$ cat config.mk
export PLATFORM = sky130hd
export DESIGN_NAME = tdm_demux_4
export DESIGN_NICKNAME = d
export VERILOG_FILES = /design/src/rtl/tdm_demux_4.sv
export SDC_FILE = /design/constraint.sdc
export NUM_CORES = 1
export LEC_CHECK = 0
export BUFFER_PORTS_ARGS = -buffer_cell sky130_fd_sc_hd__buf_2
export CORE_MARGIN = 2
export CORE_UTILIZATION = 40
export CTS_CLUSTER_SIZE = 16
export DETAILED_ROUTE_END_ITERATION = 7
export GPL_TIMING_DRIVEN = 0
export PLACE_DENSITY_LB_ADDON = 0.1
export RECOVER_POWER = 100
export SLEW_MARGIN = 20
export SYNTH_ARGS = -nofsm -noshare
export SYNTH_HDL_FRONTEND = slang
export SYNTH_SLANG_ARGS = --single-unit
$ cat constraint.sdc
create_clock -name clk -period 1.7 [get_ports clk]
set_input_delay 0.34 -clock clk [delete_from_list [all_inputs] [get_ports clk]]
set_output_delay 0.34 -clock clk [all_outputs]
set_load 0.05 [all_outputs]
$ cat src/rtl/tdm_demux_4.sv
// tdm_demux_4: 1:4 time-division demultiplexer with sof-based framing.
// Slots 0..2 are held in shadow registers; the slot-3 beat completes the
// frame and all four outputs load together, so a partial frame never
// reaches y1..y4.
module tdm_demux_4 #(
    parameter int unsigned WIDTH = 1
) (
    input  logic             clk,
    input  logic             rst_n,
    input  logic [WIDTH-1:0] din,
    input  logic             din_valid,
    input  logic             sof,
    output logic [WIDTH-1:0] y1,
    output logic [WIDTH-1:0] y2,
    output logic [WIDTH-1:0] y3,
    output logic [WIDTH-1:0] y4,
    output logic             c1,
    output logic             c2,
    output logic             frame_valid,
    output logic             sync_err
);

    typedef enum logic {
        HUNT = 1'b0,
        SYNC = 1'b1
    } state_t;

    state_t           state;
    logic [1:0]       slot;
    logic [WIDTH-1:0] sh0;
    logic [WIDTH-1:0] sh1;
    logic [WIDTH-1:0] sh2;

    // Slot counter is the registered next-slot indication.
    assign c1 = slot[1];
    assign c2 = slot[0];

    // Framing FSM, shadow capture and double-buffered output load.
    always_ff @(posedge clk or negedge rst_n) begin
        if (!rst_n) begin
            state       <= HUNT;
            slot        <= 2'd0;
            sh0         <= '0;
            sh1         <= '0;
            sh2         <= '0;
            y1          <= '0;
            y2          <= '0;
            y3          <= '0;
            y4          <= '0;
            frame_valid <= 1'b0;
            sync_err    <= 1'b0;
        end else begin
            frame_valid <= 1'b0;
            sync_err    <= 1'b0;
            if (din_valid) begin
                case (state)
                    HUNT: begin
                        if (sof) begin
                            sh0   <= din;
                            slot  <= 2'd1;
                            state <= SYNC;
                        end
                    end
                    SYNC: begin
                        if (slot == 2'd0) begin
                            if (sof) begin
                                sh0  <= din;
                                slot <= 2'd1;
                            end else begin
                                // Missing sof: drop the beat and re-hunt.
                                sync_err <= 1'b1;
                                slot     <= 2'd0;
                                state    <= HUNT;
                            end
                        end else if (sof) begin
                            // Early sof: abandon partial frame, restart at slot 0.
                            sync_err <= 1'b1;
                            sh0      <= din;
                            slot     <= 2'd1;
                        end else begin
                            case (slot)
                                2'd1:    sh1 <= din;
                                2'd2:    sh2 <= din;
                                default: begin
                                    y1          <= sh0;
                                    y2          <= sh1;
                                    y3          <= sh2;
                                    y4          <= din;
                                    frame_valid <= 1'b1;
                                end
                            endcase
                            slot <= slot + 2'd1;
                        end
                    end
                    default: begin
                        state <= HUNT;
                        slot  <= 2'd0;
                    end
                endcase
            end
        end
    end

endmodule

## Word-level counts from Yosys, hierarchy flattened

Index checks and enable logic that the tools add are counted.

- Flip-flop bits (word level): 12
- Bits of input ports: 5
- Logic and storage cells: 44
- Output and inout port bits: 8

- Bitwise gates (word level): 4
- Mux-type cells: 18
- Reductions and logical operators: 7
- Add/sub/neg operators: 1
- Eq/ne operators: 3

Operators with widths:

| kind | count |
|---|---|
| 5-bit AND reduction | 3 |
| 1-bit 2-to-1 mux | 13 |
| 2-bit 2-to-1 mux | 3 |
| 1-bit NOT | 4 |
| 2-bit one-hot mux with 2 select lines | 1 |
| 2-bit AND reduction | 2 |
| 2-bit by 1-bit adder with 2-bit output (second input constant) | 1 |
| 2-bit by 1-bit == test with 1-bit output (second input constant) | 1 |
| 2-bit == test (second input constant) | 1 |
| 2-bit zero test | 1 |
| 2-bit != test (second input constant) | 1 |
| 1-bit one-hot mux with 2 select lines | 1 |
| 2-bit OR reduction | 1 |

## Depth between registers and ports, before layout

Gate-level depths: netlist (run 1).

- Depth after elaboration: 7
- Mapped depth: 6
- Gate-level depth less buffers: 6

## Worst setup path before layout (run 1)

Ideal clock, no wire load.

- Path type: register to register
- Start point: register slot[1]
- End point: register y1
- Cell stages (with the launch flop): 7
- Library setup time: 0.125 ns
- Path buffers: 0
- Arrival time: 1.761 ns
- Setup slack: -0.186 ns
- Path through: dfrtp_1 > inv_1 > ha_1 > inv_1 > ha_1 > nand4b_1 > mux2_2

- Word-level cells in the longest chain between the ends: 4
- Elaborated cells between the ends (all ways): 7
- Those cells by class: eq/ne: 2; bitwise: 2; reduce/logical: 3

Ends and longest elaborated chain:

| element | line | text |
|---|---|---|
| from (decl) | 29 | `logic [1:0] slot;` |
| from (signal assigned) | 92 | `slot <= slot + 2'd1;` |
| 2-bit == test / 2-bit by 1-bit == test with 1-bit output (equally long branches) | 81 | `case (slot)` |
| 2-bit OR reduction (no source line) | -- |  |
| 1-bit NOT (no source line) | -- |  |
| 5-bit AND reduction (no source line) (*) | -- |  |
| to (signal assigned) | 46 | `y1 <= '0;` |
| to (signal assigned) | 85 | `y1 <= sh0;` |
| to (decl) | 13 | `output logic [WIDTH-1:0] y1,` |

Every way passes the cells marked *; elsewhere a longest branch is shown, timed or not.
A chain may end at the register's enable or synchronous reset.

## Final worst setup path (run 1)

- Start point: register slot[1]
- End point: register y3

- Word-level cells in the longest chain between the ends: 4
- Elaborated cells between the ends (all ways): 7
- Those cells by class: eq/ne: 2; bitwise: 2; reduce/logical: 3

Ends and longest elaborated chain:

| element | line | text |
|---|---|---|
| 2-bit == test / 2-bit by 1-bit == test with 1-bit output (equally long branches) | 81 |  |
| 2-bit OR reduction (no source line) | -- |  |
| 1-bit NOT (no source line) | -- |  |
| 5-bit AND reduction (no source line) (*) | -- |  |
| to (signal assigned) | 48 | `y3 <= '0;` |
| to (signal assigned) | 87 | `y3 <= sh2;` |
| to (decl) | 15 | `output logic [WIDTH-1:0] y3,` |

Marked as above.

==> results of run 1 <==
==> cell usage after synthesis <==
library cell,instances
sky130_fd_sc_hd__ha_1,5
sky130_fd_sc_hd__nand2_1,2
sky130_fd_sc_hd__nand4b_1,2
sky130_fd_sc_hd__nand4_2,1
sky130_fd_sc_hd__mux2_2,6
sky130_fd_sc_hd__inv_1,4
sky130_fd_sc_hd__buf_4,1
sky130_fd_sc_hd__a21oi_1,1
sky130_fd_sc_hd__a221o_1,1
sky130_fd_sc_hd__mux2_1,1
sky130_fd_sc_hd__nor2_1,1
sky130_fd_sc_hd__and3_2,1
sky130_fd_sc_hd__or3b_1,1
sky130_fd_sc_hd__and4bb_1,1
sky130_fd_sc_hd__buf_6,1
sky130_fd_sc_hd__o221ai_1,1
sky130_fd_sc_hd__dfrtp_1,12
sky130_fd_sc_hd__and4_2,1
sky130_fd_sc_hd__nand4_1,1
sky130_fd_sc_hd__a31oi_1,1
==> sequential cells by signal, indices dropped and copies added, names as in the netlist <==
signal and flops:
frame_valid 1, sh0 1, sh1 1, sh2 1, slot 2, state 1, sync_err 1, y1 1
y2 1, y3 1, y4 1
==> what timing repair did <==
item,4_1_cts,5_1_grt
pin swaps,1,1
gates resized for setup,1,3
hold buffers,1,0
endpoints found under the setup margin,2,4
buffers inserted,0,3
hold endpoints to repair,12,0
==> layer usage <==
metal | vias to the layer above | global-route usage (%) | wire, um | share of wire, %
li1 | 205 | - | - | -
met1 | 187 | 15.1 | 467 | 49
met2 | 11 | 18.5 | 409 | 43
met3 | 2 | 3.88 | 49 | 5.2
met4 | 0 | 5.63 | 18 | 1.9
met5 | - | 0 | 0 | 0
==> cell type report <==
type	instances	area (um^2)	area share [%]
sequential	12	303	40.9
inverter	4	15.0	2.03
buffer	2	11.3	1.52
multi-input combinational	27	273	36.9
clock buffer	4	36.3	4.91
timing repair buffer	16	82.6	11.2
tap	15	18.8	2.54
==> stage by stage <==
step | cells | hold WS [ps]
after floorplan | 45 | 44.4
after global placement | 72 | 229
after detailed placement | 72 | 232
after CTS | 77 | 331
after global routing | 80 | 340
final | 80 | 333
==> report_power, final <==
part	switching (mW)	internal [mW]	leakage, nW
logic	0.482	0.269	0.178
registers	0.0533	0.400	0.146
clock network	0.0923	0.130	0.0210
==> kinds of logic after synthesis <==
logic type	count (synthesis)	share of synthesized area (%)
muxes	7	13.3
AOI/OAI and AO/OA	4	5.07
and+or+nand+nor	11	14.6
buffers and inverters	6	5.71
adders and majority gates	5	10.6
DFF	12	50.7
==> path summary, 6_finish.rpt <==
kind	startpoint	end	slack, ps	depth (start not counted)
max in group asynchronous	rst_n	slot[1]	650	2
min reg2reg	sh1	sh1	490	1
max reg2reg	slot[1]	y3	130	6
max	slot[1]	y3	130	6
min in group asynchronous	rst_n	sh2	600	2
min	din	sh1	330	2
==> critical path, cell delays in order, from the launching register on <==
cell and delay (ps):
sky130_fd_sc_hd__dfrtp_2 420, sky130_fd_sc_hd__inv_2 90, sky130_fd_sc_hd__ha_4 150, sky130_fd_sc_hd__inv_1 50
sky130_fd_sc_hd__ha_2 180, sky130_fd_sc_hd__nand4b_1 200, sky130_fd_sc_hd__mux2_2 360
==> run_summary.xml, run 1 <==
<?xml version="1.0" encoding="UTF-8"?>
<metrics>
  <group name="run_status">
    <metric name="run_status" unit="">complete, no violations</metric>
  </group>
  <group name="pwr">
    <metric name="power_per_cell_area" unit="mW/mm^2">1930</metric>
    <metric name="power.static_leakage" unit="nW">0.345</metric>
    <metric name="design_power_total" unit="mW">1.43</metric>
    <metric name="peakVddDrop" unit="mV">0.844</metric>
  </group>
  <group name="clock_tree">
    <metric name="clk_root_buf" unit="">sky130_fd_sc_hd__clkbuf_4</metric>
    <metric name="cts_max_path_buffers" unit="">2</metric>
    <metric name="number_of_sinks_handled_by_clock_tree_synthesis" unit="">12</metric>
    <metric name="cts_inserted_buffers" unit="">3</metric>
    <metric name="cts_tree" unit="">built</metric>
    <metric name="clk_transition_reported_paths" unit="ps">80</metric>
    <metric name="worstSkewPairLatency" unit="ps">270</metric>
    <metric name="cts-htree-levels" unit="">1</metric>
  </group>
  <group name="placed_design">
    <metric name="dp_worst_setup_slack" unit="ps">18.5</metric>
    <metric name="io_buffers" unit="">12</metric>
    <metric name="detailed_place_hpwl" unit="um">709</metric>
    <metric name="gpl.final_weighted_congestion" unit="">0.725</metric>
    <metric name="placement.cell_area" unit="um^2">673</metric>
  </group>
  <group name="synth">
    <metric name="synth_area_leaders" unit="">sky130_fd_sc_hd__dfrtp_1 51%, sky130_fd_sc_hd__mux2_2 11%, sky130_fd_sc_hd__ha_1 11%</metric>
    <metric name="synthesis.area" unit="um^2">592</metric>
    <metric name="mappedNetlistNets" unit="">55</metric>
    <metric name="netlist.top_cell.by_area" unit="">sky130_fd_sc_hd__dfrtp_1</metric>
    <metric name="synth.yosys.seq_area_share" unit="%">50.7</metric>
    <metric name="ys_seq_elements" unit="">12</metric>
    <metric name="syn_area_per_cell" unit="um^2">13.2</metric>
    <metric name="synthesis.instances" unit="">45</metric>
    <metric name="synth-warning-count" unit="">0</metric>
    <metric name="synth_top_area_share" unit="%">50.7</metric>
    <metric name="yosysUniqueCellTypes" unit="">20</metric>
  </group>
  <group name="grt">
    <metric name="globalRoute.totalOverflow" unit="">0</metric>
    <metric name="grt_pass1_vias" unit="">362</metric>
    <metric name="grt_pass1_wl" unit="mm">1.61</metric>
    <metric name="grt_antenna_before_repair" unit="">0</metric>
    <metric name="grt_util_all_layers" unit="%">12.0</metric>
    <metric name="pin_count_of_the_biggest_net_entering_global_routing" unit="">13</metric>
  </group>
  <group name="sta">
    <metric name="clock.fmax" unit="MHz">637</metric>
    <metric name="worst_tran_pin_value" unit="ps">641</metric>
    <metric name="setup_tns" unit="ps">0</metric>
    <metric name="finalCritPeriodShare" unit="%">92.4</metric>
    <metric name="setup_violations" unit="">0</metric>
    <metric name="grt_setup_unrepaired" unit="">no</metric>
    <metric name="number_of_pins_exceeding_their_max_slew_limit_in_the_final_report" unit="">0</metric>
    <metric name="timing.clock.skew" unit="ps">4.03</metric>
    <metric name="finalHoldViolCount" unit="">0</metric>
    <metric name="final_critical_path_setup_slack" unit="ps">130</metric>
    <metric name="finalWorstPathRequiredPeriod" unit="ps">1570</metric>
    <metric name="worst_slew_margin_rel" unit="%">57.3</metric>
  </group>
  <group name="finish">
    <metric name="antenna_cells" unit="">0</metric>
    <metric name="most_frequent_standard_cell_in_the_layout_excluding_fill_and_tap_cells" unit="">sky130_fd_sc_hd__dfrtp_1</metric>
    <metric name="most-common-layout-cells" unit="">10 x sky130_fd_sc_hd__dfrtp_1, 9 x sky130_fd_sc_hd__clkbuf_1, 6 x sky130_fd_sc_hd__mux2_2, 4 x sky130_fd_sc_hd__buf_4</metric>
    <metric name="share_of_cells_above_drive_strength_1" unit="%">41.5</metric>
    <metric name="final_design_area_no_fill" unit="um^2">739</metric>
    <metric name="final_nets" unit="">76</metric>
    <metric name="filler_cell_count" unit="">117</metric>
    <metric name="areaGrowthSynthToFinish" unit="%">24.9</metric>
    <metric name="final_util" unit="%">55.4</metric>
  </group>
  <group name="floorplan">
    <metric name="initial_util" unit="%">44.4</metric>
    <metric name="dieHeight" unit="um">42.5</metric>
    <metric name="die_w" unit="um">42.5</metric>
    <metric name="boundaryPins" unit="">13</metric>
    <metric name="fp.dieArea" unit="mm^2">0.00180</metric>
    <metric name="placement_rows" unit="">13</metric>
    <metric name="core_area" unit="mm^2">0.00133</metric>
  </group>
  <group name="job">
    <metric name="cap_viol_max_count" unit="">0</metric>
  </group>
  <group name="critical_path">
    <metric name="worst-endpoint-required" unit="ps">1850</metric>
    <metric name="setup.worst_path.end_class" unit="">register</metric>
    <metric name="crit_path_max_fanout" unit="">4</metric>
    <metric name="worst_ep_arrival_time" unit="ps">1720</metric>
    <metric name="crit_path_start_kind" unit="">register</metric>
    <metric name="critPathKind" unit="">register to register</metric>
  </group>
  <group name="route">
    <metric name="firstDrtPassIters" unit="">3</metric>
    <metric name="drt-wirelength-per-cell" unit="um">11.8</metric>
    <metric name="final_wirelength" unit="um">945</metric>
    <metric name="ant_nets" unit="">0</metric>
    <metric name="post_detailed_route_drc_marker_count" unit="">0</metric>
    <metric name="avgViaCountPerCell" unit="">5.06</metric>
    <metric name="first_iter_violations" unit="">3</metric>
    <metric name="dr_total_vias" unit="">405</metric>
  </group>
  <group name="worst_hold_path">
    <metric name="hold_wc_path_type" unit="">input port to register</metric>
  </group>
</metrics>
Power figures use the tool's default switching activity.
==> inputs of run 2 (changes only) <==
--- a/config.mk
+++ b/config.mk
@@ -6,10 +6,11 @@
 export NUM_CORES = 1
 export LEC_CHECK = 0
 export BUFFER_PORTS_ARGS = -buffer_cell sky130_fd_sc_hd__buf_2
-export CORE_MARGIN = 2
-export CORE_UTILIZATION = 40
+export CORE_AREA = 2 2 39 41
 export CTS_CLUSTER_SIZE = 16
 export DETAILED_ROUTE_END_ITERATION = 7
+export DIE_AREA = 0 0 41 43
+export GPL_ROUTABILITY_DRIVEN = 0
 export GPL_TIMING_DRIVEN = 0
 export PLACE_DENSITY_LB_ADDON = 0.1
 export RECOVER_POWER = 100
==> constraint.sdc (replaced) <==
create_clock -name clk -period 1.75 [get_ports clk]
set_input_delay 0.35 -clock clk [delete_from_list [all_inputs] [get_ports clk]]
set_output_delay 0.35 -clock clk [all_outputs]
set_load 0.05 [all_outputs]
==> run 2 against run 1 <==
Worst setup slack worse by 25 ps. Cell area is 4.7% lower. Clock skew is 4.1 ps higher. Critical endpoint is now y2. Routed wire length is 5.5% higher. Hold slack better by 18 ps. Die area is 2.2% lower.
==> run_summary.xml, run 2 (synthesis gave the netlist of run 1 again) <==
<?xml version="1.0" encoding="UTF-8"?>
<metrics>
  <group name="clock_tree">
    <metric name="worstSkewPairLatency" unit="ps">270</metric>
    <metric name="clk_root_buf" unit="">sky130_fd_sc_hd__clkbuf_4</metric>
    <metric name="cts-htree-levels" unit="">1</metric>
    <metric name="post_cts_buffers" unit="">0</metric>
    <metric name="cts_inserted_buffers" unit="">3</metric>
    <metric name="cts_max_path_buffers" unit="">2</metric>
    <metric name="clk_transition_reported_paths" unit="ps">70</metric>
    <metric name="number_of_sinks_handled_by_clock_tree_synthesis" unit="">12</metric>
    <metric name="cts_tree" unit="">built</metric>
  </group>
  <group name="critical_path">
    <metric name="rr_endpoint" unit="">y2</metric>
    <metric name="timing.rr.start" unit="">slot[1]</metric>
    <metric name="cp_slowest_cell" unit="">sky130_fd_sc_hd__dfrtp_2</metric>
    <metric name="setup.worst_path.end_class" unit="">register</metric>
    <metric name="critPathKind" unit="">register to register</metric>
    <metric name="reg2reg_depth" unit="">6</metric>
    <metric name="crit_path_start_kind" unit="">register</metric>
    <metric name="crit_path_start" unit="">slot[1]</metric>
    <metric name="top_cell_family_by_delay_on_the_critical_path" unit="">flip-flops</metric>
    <metric name="reg2reg_slack" unit="ps">100</metric>
    <metric name="worst_ep_arrival_time" unit="ps">1790</metric>
    <metric name="worst_path_bufs_invs" unit="">2</metric>
    <metric name="worst-endpoint-required" unit="ps">1900</metric>
    <metric name="crit_chain" unit="">inv_2 &gt; ha_4 &gt; inv_1 &gt; ha_1 &gt; nand4b_1 &gt; mux2_2</metric>
    <metric name="cpPeakStageDelay" unit="ps">430</metric>
    <metric name="crit_path_max_fanout" unit="">4</metric>
  </group>
  <group name="sta">
    <metric name="setup_violations" unit="">0</metric>
    <metric name="setup_tns" unit="ps">0</metric>
    <metric name="finalWorstPathRequiredPeriod" unit="ps">1650</metric>
    <metric name="final_critical_path_setup_slack" unit="ps">105</metric>
    <metric name="finalCritPeriodShare" unit="%">94.0</metric>
    <metric name="worst_slew_margin_rel" unit="%">58.1</metric>
    <metric name="timing.clock.skew" unit="ps">8.11</metric>
    <metric name="clock.fmax" unit="MHz">608</metric>
    <metric name="number_of_pins_exceeding_their_max_slew_limit_in_the_final_report" unit="">0</metric>
    <metric name="finalHoldViolCount" unit="">0</metric>
    <metric name="worst_tran_pin_value" unit="ps">629</metric>
  </group>
  <group name="grt">
    <metric name="globalRoute.totalOverflow" unit="">0</metric>
    <metric name="grt_antenna_before_repair" unit="">0</metric>
    <metric name="grt_pass1_wl" unit="mm">1.66</metric>
    <metric name="pin_count_of_the_biggest_net_entering_global_routing" unit="">13</metric>
    <metric name="grt_pass1_vias" unit="">397</metric>
    <metric name="grt_util_all_layers" unit="%">14.7</metric>
  </group>
  <group name="finish">
    <metric name="fin_cells" unit="">78</metric>
    <metric name="final_nets" unit="">73</metric>
    <metric name="areaGrowthSynthToFinish" unit="%">19.0</metric>
    <metric name="share_of_cells_above_drive_strength_1" unit="%">33.9</metric>
    <metric name="top_register" unit="">slot</metric>
    <metric name="most_frequent_standard_cell_in_the_layout_excluding_fill_and_tap_cells" unit="">sky130_fd_sc_hd__clkbuf_1</metric>
    <metric name="largest_register_ff_count" unit="">2</metric>
    <metric name="most-common-layout-cells" unit="">11 x sky130_fd_sc_hd__clkbuf_1, 10 x sky130_fd_sc_hd__dfrtp_1, 6 x sky130_fd_sc_hd__mux2_2, 4 x sky130_fd_sc_hd__ha_1</metric>
    <metric name="antenna_cells" unit="">0</metric>
    <metric name="final_design_area_no_fill" unit="um^2">704</metric>
  </group>
  <group name="route">
    <metric name="drt-wirelength-per-cell" unit="um">12.8</metric>
    <metric name="final_wirelength" unit="um">997</metric>
    <metric name="avgViaCountPerCell" unit="">5.27</metric>
    <metric name="ant_nets" unit="">0</metric>
    <metric name="first_iter_violations" unit="">6</metric>
    <metric name="dr_total_vias" unit="">411</metric>
    <metric name="post_detailed_route_drc_marker_count" unit="">0</metric>
    <metric name="firstDrtPassIters" unit="">5</metric>
  </group>
  <group name="placed_design">
    <metric name="io_buffers" unit="">12</metric>
    <metric name="detailed_place_hpwl" unit="um">735</metric>
    <metric name="placed_cells" unit="">73</metric>
    <metric name="dp_worst_setup_slack" unit="ps">22.6</metric>
    <metric name="placement.cell_area" unit="um^2">674</metric>
  </group>
  <group name="pwr">
    <metric name="power.static_leakage" unit="nW">0.322</metric>
    <metric name="peakVddDrop" unit="mV">1.04</metric>
    <metric name="power_per_cell_area" unit="mW/mm^2">1850</metric>
  </group>
  <group name="floorplan">
    <metric name="die_w" unit="um">41</metric>
    <metric name="dieHeight" unit="um">43</metric>
    <metric name="fp.dieArea" unit="mm^2">0.00176</metric>
    <metric name="initial_util" unit="%">42.8</metric>
    <metric name="core_area" unit="mm^2">0.00138</metric>
    <metric name="placement_rows" unit="">14</metric>
    <metric name="boundaryPins" unit="">13</metric>
  </group>
  <group name="worst_hold_path">
    <metric name="hold_wc_path_type" unit="">input port to register</metric>
    <metric name="min_to" unit="">sh1</metric>
    <metric name="hold_path_depth" unit="">2</metric>
    <metric name="hp-start" unit="">din</metric>
  </group>
  <group name="run_status">
    <metric name="run_status" unit="">complete, no violations</metric>
  </group>
  <group name="job">
    <metric name="cap_viol_max_count" unit="">0</metric>
  </group>
</metrics>
run 2: changes by cell type in the layout (fill, tap and decap cells not counted), sizes merged:
cell  before  now
buf        7    4
run 2: area by class of cell:
cell class / instances / area [um^2]
well taps: 16 / 20.0
flip-flops and latches: 12 / 303
repair buffers: 13 / 58.8
multi-input cells: 27 / 270
fillers: 136 / 679
plain buffers: 2 / 11.3
inverters: 4 / 15.0
clock buffers: 4 / 26.3
run 2: power by group:
| part | internal (mW) | total (mW) | switching, mW | leakage [nW] |
|---|---|---|---|---|
| registers | 0.389 | 0.451 | 0.0626 | 0.146 |
| logic | 0.224 | 0.676 | 0.452 | 0.161 |
| clock network | 0.0882 | 0.173 | 0.0847 | 0.0150 |
| total | 0.701 | 1.30 | 0.599 | 0.322 |
run 2: metrics by stage:
stage | util (%) | hold WS (ps) | power [mW]
floorplan | - | 54.4 | 0.975
global placement | 48.7 | 235 | 1.12
detailed placement | 48.7 | 238 | 1.12
CTS | 51.5 | 340 | 1.31
global route | 50.9 | 337 | 1.41
finish | 50.9 | 351 | 1.30
run 2: how the worst max path moves through the flow:
stage	slack, ps	cells after the start	end
after floorplan	20	6	y1
after global placement	10	6	y2
after detailed placement	20	6	y2
after CTS	10	6	y2
after global routing	-3	6	y2
final	100	6	y2
run 2: what timing repair did:
| action | in CTS | in global routing |
|---|---|---|
| endpoints found under the setup margin | 1 | 4 |
| gates resized for setup | 1 | 3 |
| cloned | 0 | 0 |
| pin swaps | 1 | 1 |
| endpoints found under the hold margin | 12 | 0 |
| hold buffers | 1 | 0 |
run 2: metal layers:
layer,global-route usage [%],vias to the layer above,part of all wire (%)
met1,18.5,199,47
met2,19.4,12,46
met3,4.71,2,5.7
met5,0,-,0
li1,-,198,-
met4,12.0,0,1.1
run 2: worst reg2reg max path: stages (launching register included):
cell and delay, ps:
sky130_fd_sc_hd__dfrtp_2 430, sky130_fd_sc_hd__inv_2 100, sky130_fd_sc_hd__ha_4 150, sky130_fd_sc_hd__inv_1 50, sky130_fd_sc_hd__ha_1 210, sky130_fd_sc_hd__nand4b_1 220, sky130_fd_sc_hd__mux2_2 360
==> inputs of run 3 (changes only) <==
--- a/config.mk
+++ b/config.mk
@@ -12,7 +12,7 @@
 export DIE_AREA = 0 0 41 43
 export GPL_ROUTABILITY_DRIVEN = 0
 export GPL_TIMING_DRIVEN = 0
-export PLACE_DENSITY_LB_ADDON = 0.1
+export PLACE_DENSITY_LB_ADDON = 0.12
 export RECOVER_POWER = 100
 export SLEW_MARGIN = 20
 export SYNTH_ARGS = -nofsm -noshare
==> run 3 against run 2 <==
Critical path depth unchanged. Hold slack better by 0.88 ps. Utilization increased by 1.3 points. Register-to-register slack better by 20 ps. Cell area increased by 2.5%. Global-route usage grew 0.15 points. Clock power about the same. Total power up 2.7%. Maximum frequency grew 1.5%. Sequential power is essentially flat. Clock skew up 1.2 ps. Combinational power up 5.9%.
==> run_summary.xml, run 3 (synthesis gave the netlist of run 1 again) <==
<?xml version="1.0" encoding="UTF-8"?>
<metrics>
  <group name="route">
    <metric name="drt-wirelength-per-cell" unit="um">12.4</metric>
    <metric name="avgViaCountPerCell" unit="">5.06</metric>
    <metric name="first_iter_violations" unit="">5</metric>
    <metric name="post_detailed_route_drc_marker_count" unit="">0</metric>
    <metric name="firstDrtPassIters" unit="">4</metric>
    <metric name="ant_nets" unit="">0</metric>
    <metric name="final_wirelength" unit="um">995</metric>
    <metric name="dr_total_vias" unit="">405</metric>
  </group>
  <group name="sta">
    <metric name="timing.clock.skew" unit="ps">9.29</metric>
    <metric name="finalCritPeriodShare" unit="%">92.6</metric>
    <metric name="number_of_pins_exceeding_their_max_slew_limit_in_the_final_report" unit="">0</metric>
    <metric name="setup_tns" unit="ps">0</metric>
    <metric name="grt_setup_unrepaired" unit="">no</metric>
    <metric name="finalHoldViolCount" unit="">0</metric>
    <metric name="worst_slew_margin_rel" unit="%">59.0</metric>
    <metric name="finalWorstPathRequiredPeriod" unit="ps">1620</metric>
    <metric name="worst_tran_pin_value" unit="ps">615</metric>
    <metric name="setup_violations" unit="">0</metric>
    <metric name="clock.fmax" unit="MHz">617</metric>
  </group>
  <group name="grt">
    <metric name="grt_antenna_before_repair" unit="">0</metric>
    <metric name="grt_util_all_layers" unit="%">14.8</metric>
    <metric name="grt_pass1_wl" unit="mm">1.74</metric>
    <metric name="globalRoute.totalOverflow" unit="">0</metric>
    <metric name="pin_count_of_the_biggest_net_entering_global_routing" unit="">13</metric>
    <metric name="grt_pass1_vias" unit="">419</metric>
  </group>
  <group name="floorplan">
    <metric name="core_area" unit="mm^2">0.00138</metric>
    <metric name="boundaryPins" unit="">13</metric>
    <metric name="placement_rows" unit="">14</metric>
    <metric name="die_w" unit="um">41</metric>
    <metric name="fp.dieArea" unit="mm^2">0.00176</metric>
    <metric name="dieHeight" unit="um">43</metric>
    <metric name="initial_util" unit="%">42.8</metric>
  </group>
  <group name="clock_tree">
    <metric name="cts_tree" unit="">built</metric>
    <metric name="number_of_sinks_handled_by_clock_tree_synthesis" unit="">12</metric>
    <metric name="cts_inserted_buffers" unit="">3</metric>
    <metric name="clk_root_buf" unit="">sky130_fd_sc_hd__clkbuf_4</metric>
    <metric name="cts_max_path_buffers" unit="">2</metric>
    <metric name="worstSkewPairLatency" unit="ps">270</metric>
    <metric name="cts-htree-levels" unit="">1</metric>
    <metric name="clk_transition_reported_paths" unit="ps">70</metric>
  </group>
  <group name="finish">
    <metric name="final-seq-area" unit="um^2">303</metric>
    <metric name="areaGrowthSynthToFinish" unit="%">22.0</metric>
    <metric name="final_nets" unit="">75</metric>
    <metric name="filler_cell_count" unit="">130</metric>
    <metric name="most-common-layout-cells" unit="">11 x sky130_fd_sc_hd__clkbuf_1, 10 x sky130_fd_sc_hd__dfrtp_1, 6 x sky130_fd_sc_hd__mux2_2</metric>
    <metric name="share_of_cells_above_drive_strength_1" unit="%">37.5</metric>
    <metric name="final_util" unit="%">52.2</metric>
    <metric name="largest_register_ff_count" unit="">2</metric>
    <metric name="multi_input_area" unit="um^2">273</metric>
    <metric name="antenna_cells" unit="">0</metric>
    <metric name="top_register" unit="">slot</metric>
    <metric name="final_design_area_no_fill" unit="um^2">722</metric>
    <metric name="most_frequent_standard_cell_in_the_layout_excluding_fill_and_tap_cells" unit="">sky130_fd_sc_hd__clkbuf_1</metric>
  </group>
  <group name="pwr">
    <metric name="design_power_total" unit="mW">1.34</metric>
    <metric name="peakVddDrop" unit="mV">0.771</metric>
    <metric name="power_per_cell_area" unit="mW/mm^2">1850</metric>
    <metric name="power.static_leakage" unit="nW">0.330</metric>
  </group>
  <group name="critical_path">
    <metric name="setup.worst_path.end_class" unit="">register</metric>
    <metric name="reg2reg_depth" unit="">6</metric>
    <metric name="crit_path_max_fanout" unit="">4</metric>
    <metric name="worst-endpoint-required" unit="ps">1900</metric>
    <metric name="critPathKind" unit="">register to register</metric>
    <metric name="worst_ep_arrival_time" unit="ps">1770</metric>
    <metric name="crit_path_start_kind" unit="">register</metric>
  </group>
  <group name="placed_design">
    <metric name="placement.cell_area" unit="um^2">674</metric>
    <metric name="io_buffers" unit="">12</metric>
    <metric name="detailed_place_hpwl" unit="um">736</metric>
  </group>
  <group name="worst_hold_path">
    <metric name="hold_path_depth" unit="">2</metric>
    <metric name="hold_wc_path_type" unit="">input port to register</metric>
  </group>
  <group name="run_status">
    <metric name="run_status" unit="">complete, no violations</metric>
  </group>
  <group name="job">
    <metric name="cap_viol_max_count" unit="">0</metric>
  </group>
</metrics>
-- run 3: changes by cell type in the layout (fill, tap and decap cells not counted) --
cell	before	now
sky130_fd_sc_hd__ha_1	4	3
sky130_fd_sc_hd__buf_4	1	3
sky130_fd_sc_hd__ha_2	0	1
-- run 3: repair_timing --
item                                   in CTS  in global routing
gates cloned                                0                  0
setup endpoints to repair                   4                  4
resized for setup                           2                  3
pin swaps                                   2                  1
hold buffers                                1                  0
setup buffers                               0                  2
endpoints found under the hold margin      12                  0
-- run 3: cell type report --
| type | instances | area share [%] |
|---|---|---|
| Timing Repair Buffer | 15 | 10.2 |
| Buffer | 2 | 1.56 |
| Tap cell | 16 | 2.77 |
| Multi-Input combinational cell | 27 | 37.8 |
| Inverter | 4 | 2.08 |
| Clock buffer | 4 | 3.64 |
| Sequential cell | 12 | 41.9 |
-- run 3: power by group --
group          internal, mW  total (mW)  switching, mW
sequential            0.389       0.449         0.0607
clock                0.0880       0.170         0.0817
combinational         0.252       0.716          0.464
-- run 3: routing by layer --
| layer | GRT usage (%) | vias to the layer above | wire [um] |
|---|---|---|---|
| met4 | 8.00 | 0 | 0 |
| met3 | 4.71 | 0 | 45 |
| li1 | - | 204 | - |
| met5 | 0 | - | 0 |
| met1 | 19.0 | 190 | 490 |
| met2 | 21.3 | 11 | 459 |
-- run 3: worst paths after layout --
path,startpoint,end,slack [ps]
setup / recovery,slot[1],y2,130
hold / removal,din,sh1,350
setup reg to reg,slot[1],y2,130
hold reg to reg,sh1,sh1,490
max in group asynchronous,rst_n,slot[0],720
min in group asynchronous,rst_n,y1,600
-- run 3: critical path: stages, from the launching register on --
cell	delay, ps
sky130_fd_sc_hd__dfrtp_2	440
sky130_fd_sc_hd__inv_2	100
sky130_fd_sc_hd__ha_4	150
sky130_fd_sc_hd__inv_1	50
sky130_fd_sc_hd__ha_2	190
sky130_fd_sc_hd__nand4b_1	220
sky130_fd_sc_hd__mux2_2	360
-- run 3: per-stage QoR --
stage,instances,worst slack (ps),hold WS (ps)
after detailed placement,73,-3.78,241
final,80,129,352
after global placement,73,6.30,243
after global routing,80,43.9,351
after CTS,78,34.6,343
after floorplan,45,24.8,54.4
